## config.mk

```make
export PLATFORM = sky130hd
export DESIGN_NAME = fir_out_round
export DESIGN_NICKNAME = d
export VERILOG_FILES = /design/src/rtl/fir_out_round.sv
export SDC_FILE = /design/constraint.sdc
export NUM_CORES = 1
export LEC_CHECK = 0
export CAP_MARGIN = 0
export CELL_PAD_IN_SITES_DETAIL_PLACEMENT = 1
export CELL_PAD_IN_SITES_GLOBAL_PLACEMENT = 2
export CORE_MARGIN = 4
export CORE_UTILIZATION = 33
export CTS_BUF_LIST = sky130_fd_sc_hd__clkbuf_4 sky130_fd_sc_hd__clkbuf_8
export DETAILED_ROUTE_END_ITERATION = 16
export GPL_ROUTABILITY_DRIVEN = 0
export PLACE_DENSITY = 0.84
export RECOVER_POWER = 25
export SETUP_SLACK_MARGIN = 0.05
export SYNTH_ARGS = -nofsm -noshare
export SYNTH_HDL_FRONTEND = slang
export SYNTH_SLANG_ARGS = --single-unit
export TNS_END_PERCENT = 50
```

## constraint.sdc

```tcl
create_clock -name i_clk -period 3.1 [get_ports i_clk]
set_clock_uncertainty 0.15 [all_clocks]
set_input_delay 0.93 -clock i_clk [delete_from_list [all_inputs] [get_ports i_clk]]
set_output_delay 0.93 -clock i_clk [all_outputs]
set_load 0.02 [all_outputs]
```

## src/rtl/fir_out_round.sv

```systemverilog
// FIR output stage: realigns the sample strobe with the last-tap accumulator,
// applies convergent rounding and signed saturation, and buffers results on a valid/ready port.
module fir_out_round #(
   parameter int IW    = 40,
   parameter int OW    = 16,
   parameter int SHIFT = 15,
   parameter int LAT   = 4
) (
   input  logic          i_clk,
   input  logic          reset,
   input  logic          i_ce,
   input  logic [IW-1:0] i_acc,
   output logic [OW-1:0] o_data,
   output logic          o_valid,
   input  logic          i_ready,
   output logic          o_ovf,
   input  logic          i_ovf_clr,
   output logic          o_drop
);

   localparam int QW = IW - SHIFT + 1;
   localparam logic [SHIFT-1:0] HALF = SHIFT'(1) << (SHIFT - 1);
   localparam longint MAXL = (longint'(1) << (OW - 1)) - 1;
   localparam logic signed [QW-1:0] MAXV = QW'(MAXL);
   localparam logic signed [QW-1:0] MINV = QW'(-MAXL - 1);
   localparam logic [OW-1:0] OMAX = {1'b0, {(OW-1){1'b1}}};
   localparam logic [OW-1:0] OMIN = {1'b1, {(OW-1){1'b0}}};

   typedef enum logic [1:0] {S_EMPTY, S_ONE, S_FULL} buf_state_t;

   logic [LAT-1:0]         r_ceSr;
   logic                   w_tap;
   logic signed [QW-1:0]   w_q;
   logic signed [QW-1:0]   w_round;
   logic [SHIFT-1:0]       w_frac;
   logic                   w_inc;
   logic                   r_s1Valid;
   logic signed [QW-1:0]   r_s1Round;
   logic                   w_satHi;
   logic                   w_satLo;
   logic [OW-1:0]          w_satData;
   logic                   r_s2Valid;
   logic [OW-1:0]          r_s2Data;
   logic                   r_ovf;
   buf_state_t             r_state;
   buf_state_t             w_stateNext;
   logic [OW-1:0]          r_head;
   logic [OW-1:0]          r_tail;
   logic [OW-1:0]          w_headNext;
   logic [OW-1:0]          w_tailNext;
   logic                   r_drop;
   logic                   w_dropNext;
   logic                   w_push;
   logic                   w_pop;

   // Strobe delay line: its last tap marks the cycle the matching accumulator is valid
   generate
      if (LAT == 1) begin : g_lat1
         always_ff @(posedge i_clk) begin
            if (reset) r_ceSr <= '0;
            else       r_ceSr <= i_ce;
         end
      end else begin : g_latN
         always_ff @(posedge i_clk) begin
            if (reset) r_ceSr <= '0;
            else       r_ceSr <= {r_ceSr[LAT-2:0], i_ce};
         end
      end
   endgenerate

   assign w_tap = r_ceSr[LAT-1];

   // One extra integer bit keeps the round-up increment from wrapping
   assign w_q     = {i_acc[IW-1], i_acc[IW-1:SHIFT]};
   assign w_frac  = i_acc[SHIFT-1:0];
   assign w_inc   = (w_frac > HALF) || ((w_frac == HALF) && w_q[0]);
   assign w_round = w_q + QW'(w_inc);

   always_ff @(posedge i_clk) begin
      if (reset) begin
         r_s1Valid <= 1'b0;
         r_s1Round <= '0;
      end else begin
         r_s1Valid <= w_tap;
         if (w_tap) r_s1Round <= w_round;
      end
   end

   assign w_satHi   = (r_s1Round > MAXV);
   assign w_satLo   = (r_s1Round < MINV);
   assign w_satData = w_satHi ? OMAX : (w_satLo ? OMIN : r_s1Round[OW-1:0]);

   // A new saturation takes priority over a clear in the same cycle
   always_ff @(posedge i_clk) begin
      if (reset) begin
         r_s2Valid <= 1'b0;
         r_s2Data  <= '0;
         r_ovf     <= 1'b0;
      end else begin
         r_s2Valid <= r_s1Valid;
         if (r_s1Valid) r_s2Data <= w_satData;
         if (r_s1Valid && (w_satHi || w_satLo)) r_ovf <= 1'b1;
         else if (i_ovf_clr)                    r_ovf <= 1'b0;
      end
   end

   assign w_push = r_s2Valid;
   assign w_pop  = o_valid && i_ready;

   always_ff @(posedge i_clk) begin
      if (reset) begin
         r_state <= S_EMPTY;
         r_head  <= '0;
         r_tail  <= '0;
         r_drop  <= 1'b0;
      end else begin
         r_state <= w_stateNext;
         r_head  <= w_headNext;
         r_tail  <= w_tailNext;
         r_drop  <= w_dropNext;
      end
   end

   // Head register drives o_data directly; a write into an empty buffer shows up next cycle
   always_comb begin
      w_stateNext = r_state;
      w_headNext  = r_head;
      w_tailNext  = r_tail;
      w_dropNext  = 1'b0;
      case (r_state)
         S_EMPTY: begin
            if (w_push) begin
               w_headNext  = r_s2Data;
               w_stateNext = S_ONE;
            end
         end
         S_ONE: begin
            if (w_push && w_pop) begin
               w_headNext = r_s2Data;
            end else if (w_push) begin
               w_tailNext  = r_s2Data;
               w_stateNext = S_FULL;
            end else if (w_pop) begin
               w_stateNext = S_EMPTY;
            end
         end
         S_FULL: begin
            if (w_push && w_pop) begin
               w_headNext = r_tail;
               w_tailNext = r_s2Data;
            end else if (w_push) begin
               w_dropNext = 1'b1;
            end else if (w_pop) begin
               w_headNext  = r_tail;
               w_stateNext = S_ONE;
            end
         end
         default: w_stateNext = S_EMPTY;
      endcase
   end

   assign o_data  = r_head;
   assign o_valid = (r_state != S_EMPTY);
   assign o_ovf   = r_ovf;
   assign o_drop  = r_drop;

endmodule

```

==> results of run 1 <==
-- final timing paths --
check	from	endpoint	slack, ns	depth (start not counted)
max	i_acc[15]	r_s1Round[20]	0.21	7
max reg2reg	r_s1Round[23]	r_s2Data[0]	1.09	5
min reg2reg	r_ceSr[0]	r_ceSr[1]	0.29	1
min	r_ceSr[0]	r_ceSr[1]	0.29	1
-- critical path: cells and delay by family --
kind / cells / cell delay, ns
AOI/OAI and AO/OA: 1 / 0.25
buffers and inverters: 1 / 0.47
adders and majority gates: 1 / 0.18
and+or+nand+nor: 4 / 1.17
-- sequential cells by signal, indices dropped and copies added, names as in the netlist --
name	count
r_s2Data	16
r_state	2
o_data	16
r_s1Round	26
r_tail	16
o_ovf	1
r_s1Valid	1
r_ceSr	4
r_s2Valid	1
o_drop	1
-- where the power goes --
group | internal, mW | switching, mW
Sequential | 1.09 | 0.0106
Combinational | 0.0984 | 0.0828
Clock | 0.481 | 0.377
Total | 1.67 | 0.470
-- through the flow --
step / hold slack, ns / std cells
final: 0.2927 / 648
after detailed placement: 0.2766 / 633
after floorplan: 0.2638 / 424
after CTS: 0.2970 / 648
after global routing: 0.3208 / 648
after global placement: 0.2747 / 633
-- cell usage in the layout, fill, tap and decap left out, types with 2 or more instances in the layout --
master           instances
o21ai_0                  6
or2_2                    2
clkbuf_1                 2
bufinv_16                2
o31ai_1                  6
or4_4                    2
a311oi_1                 9
a211oi_1                43
nand3_1                 10
or3_1                    3
clkbuf_8                10
nor2_1                  78
nand2_1                 29
a21oi_1                  6
mux2i_1                 35
nor4_1                   7
and3_1                   3
nand4_1                  6
buf_4                   34
or4_1                    7
and4_1                   2
nand2b_1                 6
inv_1                    5
clkdlybuf4s50_1         61
nor3_1                   5
xnor2_1                  9
xor2_1                   2
nor2b_1                 10
dfxtp_1                 84
-- layout make-up --
| cell class | instances | share of cell area |
|---|---|---|
| well taps | 140 | 0.03562 |
| clock buffers | 11 | 0.02952 |
| clock inverters | 4 | 0.01501 |
| repair buffers | 99 | 0.1807 |
| flip-flops and latches | 84 | 0.3420 |
| inverters | 5 | 0.003817 |
| multi-input cells | 305 | 0.3934 |
-- per-layer routing --
layer  vias up  part of all wire  global-route usage
met2        58              0.44              0.2367
met4         0             0.014             0.05146
li1       1696                 -                   -
met3        11             0.031             0.02008
met5         -                 0                   0
met1      1527              0.51              0.2031
-- logic make-up (layout without fill, tap and decap cells) --
| kind of cell | after synthesis | count (layout) |
|---|---|---|
| simple gates | 179 | 179 |
| flops | 84 | 84 |
| compound gates | 79 | 79 |
| mux | 35 | 35 |
| buf+inv | 35 | 119 |
| xor+xnor | 11 | 11 |
| fa+ha+maj | 1 | 1 |
-- repair_timing --
item / CTS / global route
setup endpoints to repair: 0 / 5
resized for setup: 0 / 3
hold buffers: 0 / 0
==> summary.md, run 1 <==
| Metric | Value |
|---|---|
| Synth Area in XOR/XNOR | 0.02574 |
| Finished Core Util | 0.4477 |
| Post-Syn Area per Cell | 8.826 um^2 |
| Period Utilization, post-route | 0.9336 |
| Final min period | 2.894 ns |
| TritonCTS clock tree | done |
| Die span in x | 114.5 um |
| Main combinational cell family by area after synthesis | simple AND/OR/NAND/NOR gates |
| Die Y | 114.5 um |
| Compound-Gate Fraction of Synth Area | 0.1555 |
| Top-count cell post-synth | dfxtp_1 |
| Sink Count | 84 |
| Syn nets | 470 |
| CP Max Fanout | 5 |
| Root buf cell | clkbuf_8 |
| Worst hold path class | reg -> reg |
| Pleak | 1.698 nW |
| N_diodes | 0 |
| #FFs+latches synth | 84 |
| Reg clk slew, reported paths | 0.08 ns |
| Hold Fails Final Rpt | 0 |
| Routed WL | 9326 um |
| GRT overflow | 0 |
| Critical setup path kind | in -> reg |
| CP required | 3.21 ns |
| Hpwl dp | 7060 um |
| Max-cap violations | 0 |
| Crit-path max cell delay | 0.48 ns |
| Largest net degree at the start of global routing | 45 |
| Slew of the pin with the lowest slew margin | 0.9196 ns |
| Htree depth | 3 |
| Netlist cell types | 46 |
| Register area share after synthesis | 0.4493 |
| Final setup violation count | 0 |
| Commonest cells in the synthesized netlist | dfxtp_1 (84), nor2_1 (78), a211oi_1 (43) |
| Detailed Route Iter0 Violations | 124 |
| Syn Inst Count | 424 |
| TritonCTS buffer count | 9 |
| Post-synth EDFFs | 0 |
| Cell Chain, Critical Path | clkdlybuf4s50_1 > and2_1 > ha_1 > nand3_2 > or3_4 > or4_1 > a311oi_1 |
| DRT antenna net count | 0 |
| Synth area leaders | dfxtp_1 (45%), mux2i_1 (9.4%), a211oi_1 (8.6%) |
| Row cnt | 38 |
| Nets | 550 |
| Die area | 13110 um^2 |
| Slowest CP cell | or4_1 |
| Setup TNS | 0 ns |
| Worst EP arrival | 3.00 ns |
| Status | completed |
| Number of port buffers | 63 |
| Number of antenna violations at the first check in global routing | 0 |
| Vias | 3292 |
| Simple-gate share of the synthesized area | 0.2337 |
| Leading area contributor after synthesis | dfxtp_1 |
| Final instance area | 4917 um^2 |
| FF+latch area | 1682 um^2 |
| Layout fillers | 1302 |
| Final Power | 2.140 mW |
| Post-Synth Adder-Cell Area | 0.003343 |
| Layout cells sized above 1 | 0.1161 |
| Core area | 10980 um^2 |
| Setup WS pre-CTS | -0.2627 ns |
| Tot GR Track Use | 0.1476 |
| Peak supply drop | 0.2302 mV |
| F_max | 345.5 MHz |
| Synth top area share | 0.4493 |
| Synth Cell Area | 3742 um^2 |
| Final setup margin | 0.2060 ns |
| Pre-antenna DRT Iters | 4 |
| DRC viols | 0 |
| Io pins | 64 |
| Mux cell area share after synthesis | 0.09361 |
| Startpoint types | primary input |
| Layout area overhead | 31.39% |
| Initial Utilization | 0.3407 |
| Clock Path Buffers | 2 |
| Post-placement cell area | 4701 um^2 |
| Prevailing post-synth register cell | dfxtp_1 |
| Multi-input combinational cell area | 1934 um^2 |
| Clk Latency, worst-skew pair | 0.35 ns |
| Yosys warns | 0 |
| Vias in the first global route | 3361 |
| PD cells | 435.3 nW/um^2 |
| RSZ-0062 raised after global routing | no |
| Fin. max-slew vios | 0 |
| Vias per cell | 5.080 |
| Post-CTS Repair Setup Buffers | 0 |
| Critical path capture point type | flip-flop |
| Drt wl/cell | 14.39 um |
| Post-synth ARST share | 0 |
| First-pass GRT wire length | 16080 um |
| Rel. slew slack | 0.3861 |
Power figures use the tool's default switching activity.
==> run 2: changes to the inputs <==
--- a/config.mk
+++ b/config.mk
@@ -13,6 +13,7 @@
 export CTS_BUF_LIST = sky130_fd_sc_hd__clkbuf_4 sky130_fd_sc_hd__clkbuf_8
 export DETAILED_ROUTE_END_ITERATION = 16
 export GPL_ROUTABILITY_DRIVEN = 0
+export HOLD_SLACK_MARGIN = 0.08
 export PLACE_DENSITY = 0.84
 export RECOVER_POWER = 25
 export SETUP_SLACK_MARGIN = 0.05
==> results of run 2 <==
Same layout as run 1: the final DEF is identical, and so are final timing and power.
==> run 3: changes to the inputs <==
--- a/config.mk
+++ b/config.mk
@@ -14,7 +14,7 @@
 export DETAILED_ROUTE_END_ITERATION = 16
 export GPL_ROUTABILITY_DRIVEN = 0
 export HOLD_SLACK_MARGIN = 0.08
-export PLACE_DENSITY = 0.84
+export PLACE_DENSITY_LB_ADDON = 0.05
 export RECOVER_POWER = 25
 export SETUP_SLACK_MARGIN = 0.05
 export SYNTH_ARGS = -nofsm -noshare
==> run 3 against run 2 <==
Against the previous run: critical path depth did not move; largest cell class unchanged; sequential cell count stayed put; highest routed layer unchanged; combinational power barely moved; sequential share of layout area barely moved; wire length decreased by 0.35%; core utilization grew 0.057 points; critical path type unchanged; cell count unchanged; register-to-register slack improved by 0.14 ns; count of clock-buffer cells in the layout rose by 3.
==> summary.md, run 3 (synthesis results as in run 1) <==
| Metric | Value |
|---|---|
| Status | completed |
| Placed Instances | 633 |
| Commonest non-fill, non-tap cell in the layout | dfxtp_1 |
| Multi-input combinational cell area | 1949 um^2 |
| Layout fillers | 1297 |
| Most frequent cells in the layout | dfxtp_1 (84), nor2_1 (78), clkdlybuf4s50_1 (62) |
| Rel. slew slack | 0.2360 |
| Final instance area | 4923 um^2 |
| Layout cells sized above 1 | 0.1220 |
| Slew of the pin with the lowest slew margin | 1.146 ns |
| Worst r2r src | r_ceSr[3] |
| Setup WS pre-CTS | -0.3354 ns |
| PD cells | 427.4 nW/um^2 |
| Pleak | 1.695 nW |
| First-pass GRT wire length | 16000 um |
| Die Y | 114.5 um |
| N_diodes | 0 |
| Worst hold path class | reg -> reg |
| Vias per cell | 5.060 |
| Critical setup path kind | in -> reg |
| Worst EP arrival | 3.06 ns |
| TritonCTS clock tree | done |
| GRT overflow | 0 |
| Tot GR Track Use | 0.1502 |
| Die span in x | 114.5 um |
| Largest register FFs | 26 |
| FF-to-FF End | r_s1Round[1] |
| Critical path capture point type | flip-flop |
| Number of antenna violations at the first check in global routing | 0 |
| TritonCTS buffer count | 9 |
| Hold Fails Final Rpt | 0 |
| DRC viols | 0 |
| Vias | 3279 |
| Reg2reg path depth | 3 |
| Finished Layout Cells | 648 |
| Reg clk slew, reported paths | 0.08 ns |
| Io pins | 64 |
| Largest net degree at the start of global routing | 56 |
| CP Max Fanout | 7 |
| CP required | 3.21 ns |
| Nets | 550 |
| Final min period | 2.945 ns |
| Hold path start | r_ceSr[1] |
| RSZ-0062 raised after global routing | yes |
| Hpwl dp | 6985 um |
| F_max | 339.5 MHz |
| Vias in the first global route | 3341 |
| Die area | 13110 um^2 |
| Clk Latency, worst-skew pair | 0.35 ns |
| Routed WL | 9293 um |
| Setup TNS | 0 ns |
| Startpoint types | primary input |
| Final setup margin | 0.1548 ns |
| DRT antenna net count | 0 |
| Hold Path End | r_ceSr[2] |
| Pre-antenna DRT Iters | 4 |
| Fin. max-slew vios | 0 |
| R2R Setup Slk | 1.23 ns |
| Worst hold stages | 1 |
| Finished Core Util | 0.4483 |
| Peak supply drop | 0.1986 mV |
| Drt wl/cell | 14.34 um |
| Final setup violation count | 0 |
| Initial Utilization | 0.3407 |
| Detailed Route Iter0 Violations | 135 |
| Post-placement cell area | 4710 um^2 |
| Core area | 10980 um^2 |
| Htree depth | 3 |
| Row cnt | 38 |
| FF+latch area | 1682 um^2 |
| Max-cap violations | 0 |
| Top reg by flops | r_s1Round |
| Root buf cell | clkbuf_8 |
| Period Utilization, post-route | 0.9501 |
| Number of port buffers | 63 |
| Layout area overhead | 31.56% |
| Sink Count | 84 |
| Hold-fix buffers, CTS | 0 |
| Clock Path Buffers | 2 |
run 3: worst max path at each step:
stage                         start            end  slack, ns
after floorplan           i_acc[15]  r_s1Round[22]       0.28
after CTS                 i_acc[15]  r_s1Round[22]       0.06
final                     i_acc[15]  r_s1Round[18]       0.15
after detailed placement  i_acc[15]  r_s1Round[22]      -0.34
after global routing      i_acc[15]  r_s1Round[24]      0.001
after global placement    i_acc[15]  r_s1Round[22]      -0.23
run 3: critical path, cell delays in order:
cell and delay, ns:
clkdlybuf4s50_1 0.48, and2_4 0.15, ha_2 0.18, nand3_2 0.12
or3_4 0.45, or4_1 0.50, a311oi_2 0.25
run 3: metrics by stage:
step	hold slack (ns)	power (mW)
6_report	0.2995	2.104
5_1_grt	0.3177	2.209
4_1_cts	0.3097	2.140
3_5_place_dp	0.2836	1.314
3_3_place_gp	0.2720	1.310
2_1_floorplan	0.2638	1.194
run 3: layer usage:
layer | global-route usage | routed length, um
met1 | 0.2012 | 4647
met2 | 0.2367 | 4180
met3 | 0.03013 | 309
met4 | 0.05938 | 156
met5 | 0 | 0
run 3: power breakdown:
| part | internal, mW | total (mW) | switching, mW |
|---|---|---|---|
| combinational | 0.100 | 0.184 | 0.0842 |
| clock | 0.453 | 0.819 | 0.366 |
| sequential | 1.09 | 1.10 | 0.0101 |
run 3: timing repair:
item | 4_1_cts | 5_1_grt
resized for setup | 0 | 6
setup buffers | 0 | 0
setup endpoints to repair | 0 | 5
hold endpoints to repair | 0 | 0
run 3: layout make-up:
cell class              instances  share of cell area
clock inverters                 1            0.006099
inverters                       5            0.003812
repair buffers                 99              0.1804
multi-input cells             305              0.3959
clock buffers                  14             0.03659
well taps                     140             0.03558
flip-flops and latches         84              0.3415
==> RTL change 1, RTL diff (flow settings as in run 3) <==
Put one more register stage on the output `o_ovf`, with the module's reset. The value now appears one clock later. The other outputs are not delayed to match.
--- a/src/rtl/fir_out_round.sv
+++ b/src/rtl/fir_out_round.sv
@@ -162,5 +162,11 @@
    assign o_data  = r_head;
    assign o_valid = (r_state != S_EMPTY);
-   assign o_ovf   = r_ovf;
+   always_ff @(posedge i_clk) begin
+      if (reset) begin
+         o_ovf <= '0;
+      end else begin
+         o_ovf <= r_ovf;
+      end
+   end
    assign o_drop  = r_drop;
 
Function: changed (a bounded check fails within 10 cycles, from zero or initial values and one cycle with reset high).
==> RTL change 1 against run 3 <==
- critical path depth unchanged
- via count decreased by 2.9%
- total power increased by 8.9%
- setup slack improved by 0.0046 ns
- sequential cell count increased by 1
- final area decreased by 0.99%
- cell count decreased by 2.2%
- utilization decreased by 0.44 points
- first-iteration DRC count increased by 6.7%
- critical endpoint is now r_s1Round[22]
- area after synthesis about the same
- combinational power decreased by 3%
- wire length decreased by 0.70%
==> RTL change 1: results (changes against run 3) <==
global_routing:
  grt_pass1_vias: 3284  # was 3341
  grt_first_pass_wirelength_microns: 15860  # was 16000 microns
  grt_max_degree: 48  # was 56
  antenna_found_initial: 0  # unchanged
  track_usage: 0.1495  # was 0.1502
clock_network:
  clk_pin_slew_ns: 0.08  # about the same
  cts_made_buffers: 9  # unchanged
sta:
  relSlewSlack: 0.2112  # was 0.2360
yosys:
  yosysUniqueCellTypes: 44  # was 46
  synth_compound_area_frac: 0.1475  # was 0.1555
  syn-num-nets: 463  # was 470
  async_flop_share: 0  # unchanged
  synth-xor-area-share: 0.02809  # was 0.02574
  synth_fa_ha_area_frac: 0.003344  # was 0.003343
  synth.yosys.seq_area_share: 0.4548  # was 0.4493
  synthTopCellsByCount: "85 x dfxtp_1, 77 x nor2_1, 43 x a211oi_1"  # was 84 x dfxtp_1, 78 x nor2_1, 43 x a211oi_1
  synth_area_leaders: "dfxtp_1 45%, mux2i_1 9.4%, a211oi_1 8.6%, nor2_1 7.7%, nand2_1 2.6%"  # was dfxtp_1 45%, mux2i_1 9.4%, a211oi_1 8.6%, nor2_1 7.8%, nand2_1 2.9%
  synth.area.mux_share: 0.09365  # was 0.09361
place:
  pre_cts_ws_ns: -0.1925  # was -0.3354 ns
  hpwl_microns: 6988  # was 6985 microns
  io_buffers: 63  # unchanged
worst_setup_path:
  crit_slowest_cell: "or4_4"  # was or4_1
  worst-r2r-cell-count: 4  # was 3
  cp_top_family: "simple AND/OR/NAND/NOR gates"  # unchanged
  crit_arrival_ns: 3.06  # about the same
  slowest_delay_ns: 0.59  # was 0.50 ns
power_and_ir_drop:
  internal-power_mw: 1.808  # was 1.644 mW
  power.leakage_nw: 1.653  # was 1.695 nW
  peakVddDrop_v: 0.0001951  # was 0.0001986 V
routing:
  vias: 3185  # was 3279
  firstDrtPassIters: 4  # unchanged
  drt_iter0_drc: 144  # was 135
  wl_per_cell_microns: 14.56  # was 14.34 microns
  drc: 0  # unchanged
final_layout:
  largest_reg_flops: 26  # unchanged
  fin_nets: 535  # was 550
  largest-register: "r_s1Round"  # unchanged
  final_layout_size_suffix_gt1_frac: 0.09514  # was 0.1220
run_status:
  outcome: "finished clean"  # unchanged
floorplanning:
  initial_core_util: 0.3406  # was 0.3407
## RTL change 1: cell count changes after synthesis, sizes merged, moves of 3 or more
cell | before | now
and4 | 2 | 7
nand2 | 29 | 26
nand4 | 6 | 9
o21ai | 7 | 12
o31ai | 6 | 1
or3 | 4 | 10
or4 | 9 | 3
## RTL change 1: final timing paths
kind	start	to	slack, ns
min	r_ceSr[2]	r_ceSr[3]	0.30
max	i_acc[15]	r_s1Round[22]	0.16
min reg2reg	r_ceSr[2]	r_ceSr[3]	0.30
max reg2reg	r_s1Round[15]	r_s2Data[1]	1.31
## RTL change 1: power by group through the flow
stage	logic [mW]	registers (mW)	clock network [mW]
floorplan	0.0692	1.14	0
global placement	0.178	1.14	0
detailed placement	0.182	1.14	0
CTS	0.183	1.11	1.04
global route	0.199	1.12	1.08
finish	0.179	1.11	1.00
## RTL change 1: worst reg2reg max path, delay by kind of cell, from the launching register on
kind	cells	cell delay, ns
flops	1	0.33
simple gates	2	0.79
compound gates	2	0.37
## RTL change 1: cell families after synthesis
family / Yosys count
compound gates: 76
xor+xnor: 12
fa+ha+maj: 1
buf+inv: 30
flops: 85
mux: 35
simple gates: 178
## RTL change 1: final cells by class
type / count / area [sq um]
Fill cell: 1301 / 6108
Multi-Input combinational cell: 302 / 1926
Sequential cell: 85 / 1702
Timing Repair Buffer: 87 / 794.5
Tap cell: 140 / 175.2
Clock buffer: 13 / 172.7
Clock inverter: 3 / 90.09
Inverter: 4 / 15.01
## RTL change 1: stage by stage
stage	std cells	instance area, sq um	hold slack [ns]	setup TNS (ns)
after floorplan	417	3741	0.2638	0
after global placement	618	4623	0.2740	-0.7295
after detailed placement	618	4623	0.2782	-0.9138
after CTS	634	4886	0.3082	0
after global routing	634	4875	0.3221	0
final	634	4875	0.3029	0
## RTL change 1: per-layer routing
metal | GRT usage | vias to the layer above | routed length [microns]
li1 | - | 1652 | -
met1 | 0.1971 | 1473 | 4576
met2 | 0.2383 | 48 | 4211
met3 | 0.03436 | 12 | 295
met4 | 0.05542 | 0 | 144
met5 | 0 | - | 0
==> RTL change 2, RTL diff (settings of run 3) <==
Made on the original files. Set the parameter `SHIFT` to 14 (it was 15).
--- a/src/rtl/fir_out_round.sv
+++ b/src/rtl/fir_out_round.sv
@@ -4,5 +4,5 @@
    parameter int IW    = 40,
    parameter int OW    = 16,
-   parameter int SHIFT = 15,
+   parameter int SHIFT = 14,
    parameter int LAT   = 4
 ) (
Formal check against the unedited RTL: not equivalent (a bounded check fails within 10 cycles, from zero or initial values and one cycle with reset high).
==> RTL change 2 against run 3 <==
- wire length increased by 2.2%
- register-to-register slack improved by 0.08 ns
- clock power increased by 7.9%
- critical path type unchanged
- count of clock-buffer cells in the layout decreased by 2
- sequential cell count increased by 1
- total power increased by 3.7%
- area after synthesis increased by 1.5%
- via count increased by 0.67%
- worst hold slack got worse by 0.00053 ns
- die area increased by 1.4%
- largest power group unchanged
- setup slack improved by 0.049 ns
- final area increased by 1.3%
==> RTL change 2: results (changes against run 3) <==
final_layout:
  nFillCells: 1317  # was 1297
  largest-register: "r_s1Round"  # unchanged
  multi_input_area_share: 0.3862  # was 0.3959
  largest_reg_flops: 27  # was 26
  regArea_sq_mm: 0.001702  # was 0.001682 sq mm
  inverters: 4  # was 5
  buf_share: 0.1885  # was 0.1804
  final_layout_size_suffix_gt1_frac: 0.1206  # was 0.1220
  fin_nets: 555  # was 550
  multi_input_cells: 306  # was 305
  clock_area_frac: 0.04592  # was 0.04269
  clkbuf_count: 12  # was 14
  n_antenna_cell: 0  # unchanged
  n_all_buffers: 103  # was 99
clock_network:
  hold_buffers: 0  # unchanged
  clk_pin_slew_ns: 0.09
  cts_made_buffers: 9  # unchanged
  cts_resized: 0  # unchanged
  clock_path_buffers: 2  # unchanged
routing:
  wirelength_met1_microns: 4631  # was 4647 microns
  drt_wl_total_microns: 9495  # was 9293 microns
  viasPerCell: 5.047  # was 5.060
  wl_per_cell_microns: 14.52  # was 14.34 microns
  dr_wl_met2_microns: 4388  # was 4180 microns
  drt_iter0_drc: 164  # was 135
  wl_met3_microns: 260  # was 309 microns
  firstDrtPassIters: 4  # unchanged
global_routing:
  antenna_found_initial: 0  # unchanged
  track_usage: 0.1532  # was 0.1502
  grt_first_pass_wirelength_microns: 16480  # was 16000 microns
  grt.overflow.total: 0  # unchanged
  grt_pass1_vias: 3408  # was 3341
  grt_max_degree: 36  # was 56
power_and_ir_drop:
  pg_seq_mw: 1.12
  power_frac_clock: 0.405  # was 0.389
  power.leakage_nw: 1.743  # was 1.695 nW
  power_mw: 2.183  # was 2.104 mW
  internal-power_mw: 1.710  # was 1.644 mW
  peakVddDrop_v: 0.0002117  # was 0.0001986 V
yosys:
  synth_area_leaders: "dfxtp_1 45%, mux2i_1 9.2%, a211oi_1 7.9%, nor2_1 7.5%, a311oi_1 2.8%"  # was dfxtp_1 45%, mux2i_1 9.4%, a211oi_1 8.6%, nor2_1 7.8%, nand2_1 2.9%
  async_flop_share: 0  # unchanged
  yosysUniqueCellTypes: 42  # was 46
  synthTopCellsByCount: "85 x dfxtp_1, 76 x nor2_1, 40 x a211oi_1"  # was 84 x dfxtp_1, 78 x nor2_1, 43 x a211oi_1
  ys_ff_latch: 85  # was 84
  synthFlopType: "dfxtp_1"  # unchanged
  synth.yosys.seq_area_share: 0.4478  # was 0.4493
  yosysWarnings: 0  # unchanged
place:
  hpwl_microns: 7235  # was 6985 microns
  dp.cells: 638  # was 633
  placed_area_sq_mm: 0.004781  # was 0.004710 sq mm
worst_setup_path:
  crit_fanout: 10  # was 7
  slowest_delay_ns: 0.71  # was 0.50 ns
  crit_slowest_cell: "or4_1"  # unchanged
  cp_top_family: "simple AND/OR/NAND/NOR gates"  # unchanged
  crit_arrival_ns: 3.00  # was 3.06 ns
run_status:
  outcome: "finished clean"  # unchanged
sta:
  relSlewSlack: 0.2482  # was 0.2360
floorplanning:
  chipWidth_microns: 115.3  # was 114.5 microns
## RTL change 2: changes by cell type in the layout (fill, tap and decap cells not counted), moves of 3 or more
cell             run 3  this run
a211oi_1            43        40
a311oi_1             8        12
and2_1               0         4
and4_2               0         3
buf_4               34        37
nand2_1             29        26
nand3_1             10         7
nand4_1              6        12
o21ai_0              6        11
or3_1                3         7
xnor2_1              9         3
xor2_1               2         6
## RTL change 2: cell families (layout without fill, tap and decap cells)
logic type      after synthesis  in the layout  share of synthesized area
buf+inv                      33            123                    0.04610
fa+ha+maj                     1              1                   0.003292
simple gates                179            179                     0.2325
compound gates               82             82                     0.1574
mux                          35             35                    0.09220
xor+xnor                      9              9                    0.02075
flops                        85             85                     0.4478
## RTL change 2: worst reg2reg max path, stage by stage, from the launching register on
cell     delay [ns]
dfxtp_1        0.85
buf_12         0.23
nand2_1        0.07
nor4_1         0.24
nor4_1         0.09
## RTL change 2: stage by stage
step                        util  worst slack (ns)
after floorplan                -            0.5079
after global placement    0.4334          -0.08899
after detailed placement  0.4334           -0.1498
after CTS                 0.4542            0.2188
after global routing      0.4520           0.06785
final                     0.4520            0.2035
## RTL change 2: path summary, 6_finish.rpt
check | to | start | slack [ns] | cells past startpoint
max | r_s1Round[21] | i_acc[19] | 0.20 | 5
min | r_ceSr[2] | r_ceSr[1] | 0.30 | 1
max reg2reg | r_s1Round[24] | r_ceSr[3] | 1.31 | 4
min reg2reg | r_ceSr[2] | r_ceSr[1] | 0.30 | 1
## RTL change 2: per-layer routing
metal  track usage  up-vias
li1              -     1708
met1        0.2089     1530
met2        0.2423       51
met3       0.01789       12
met4       0.07121        0
met5             0        -
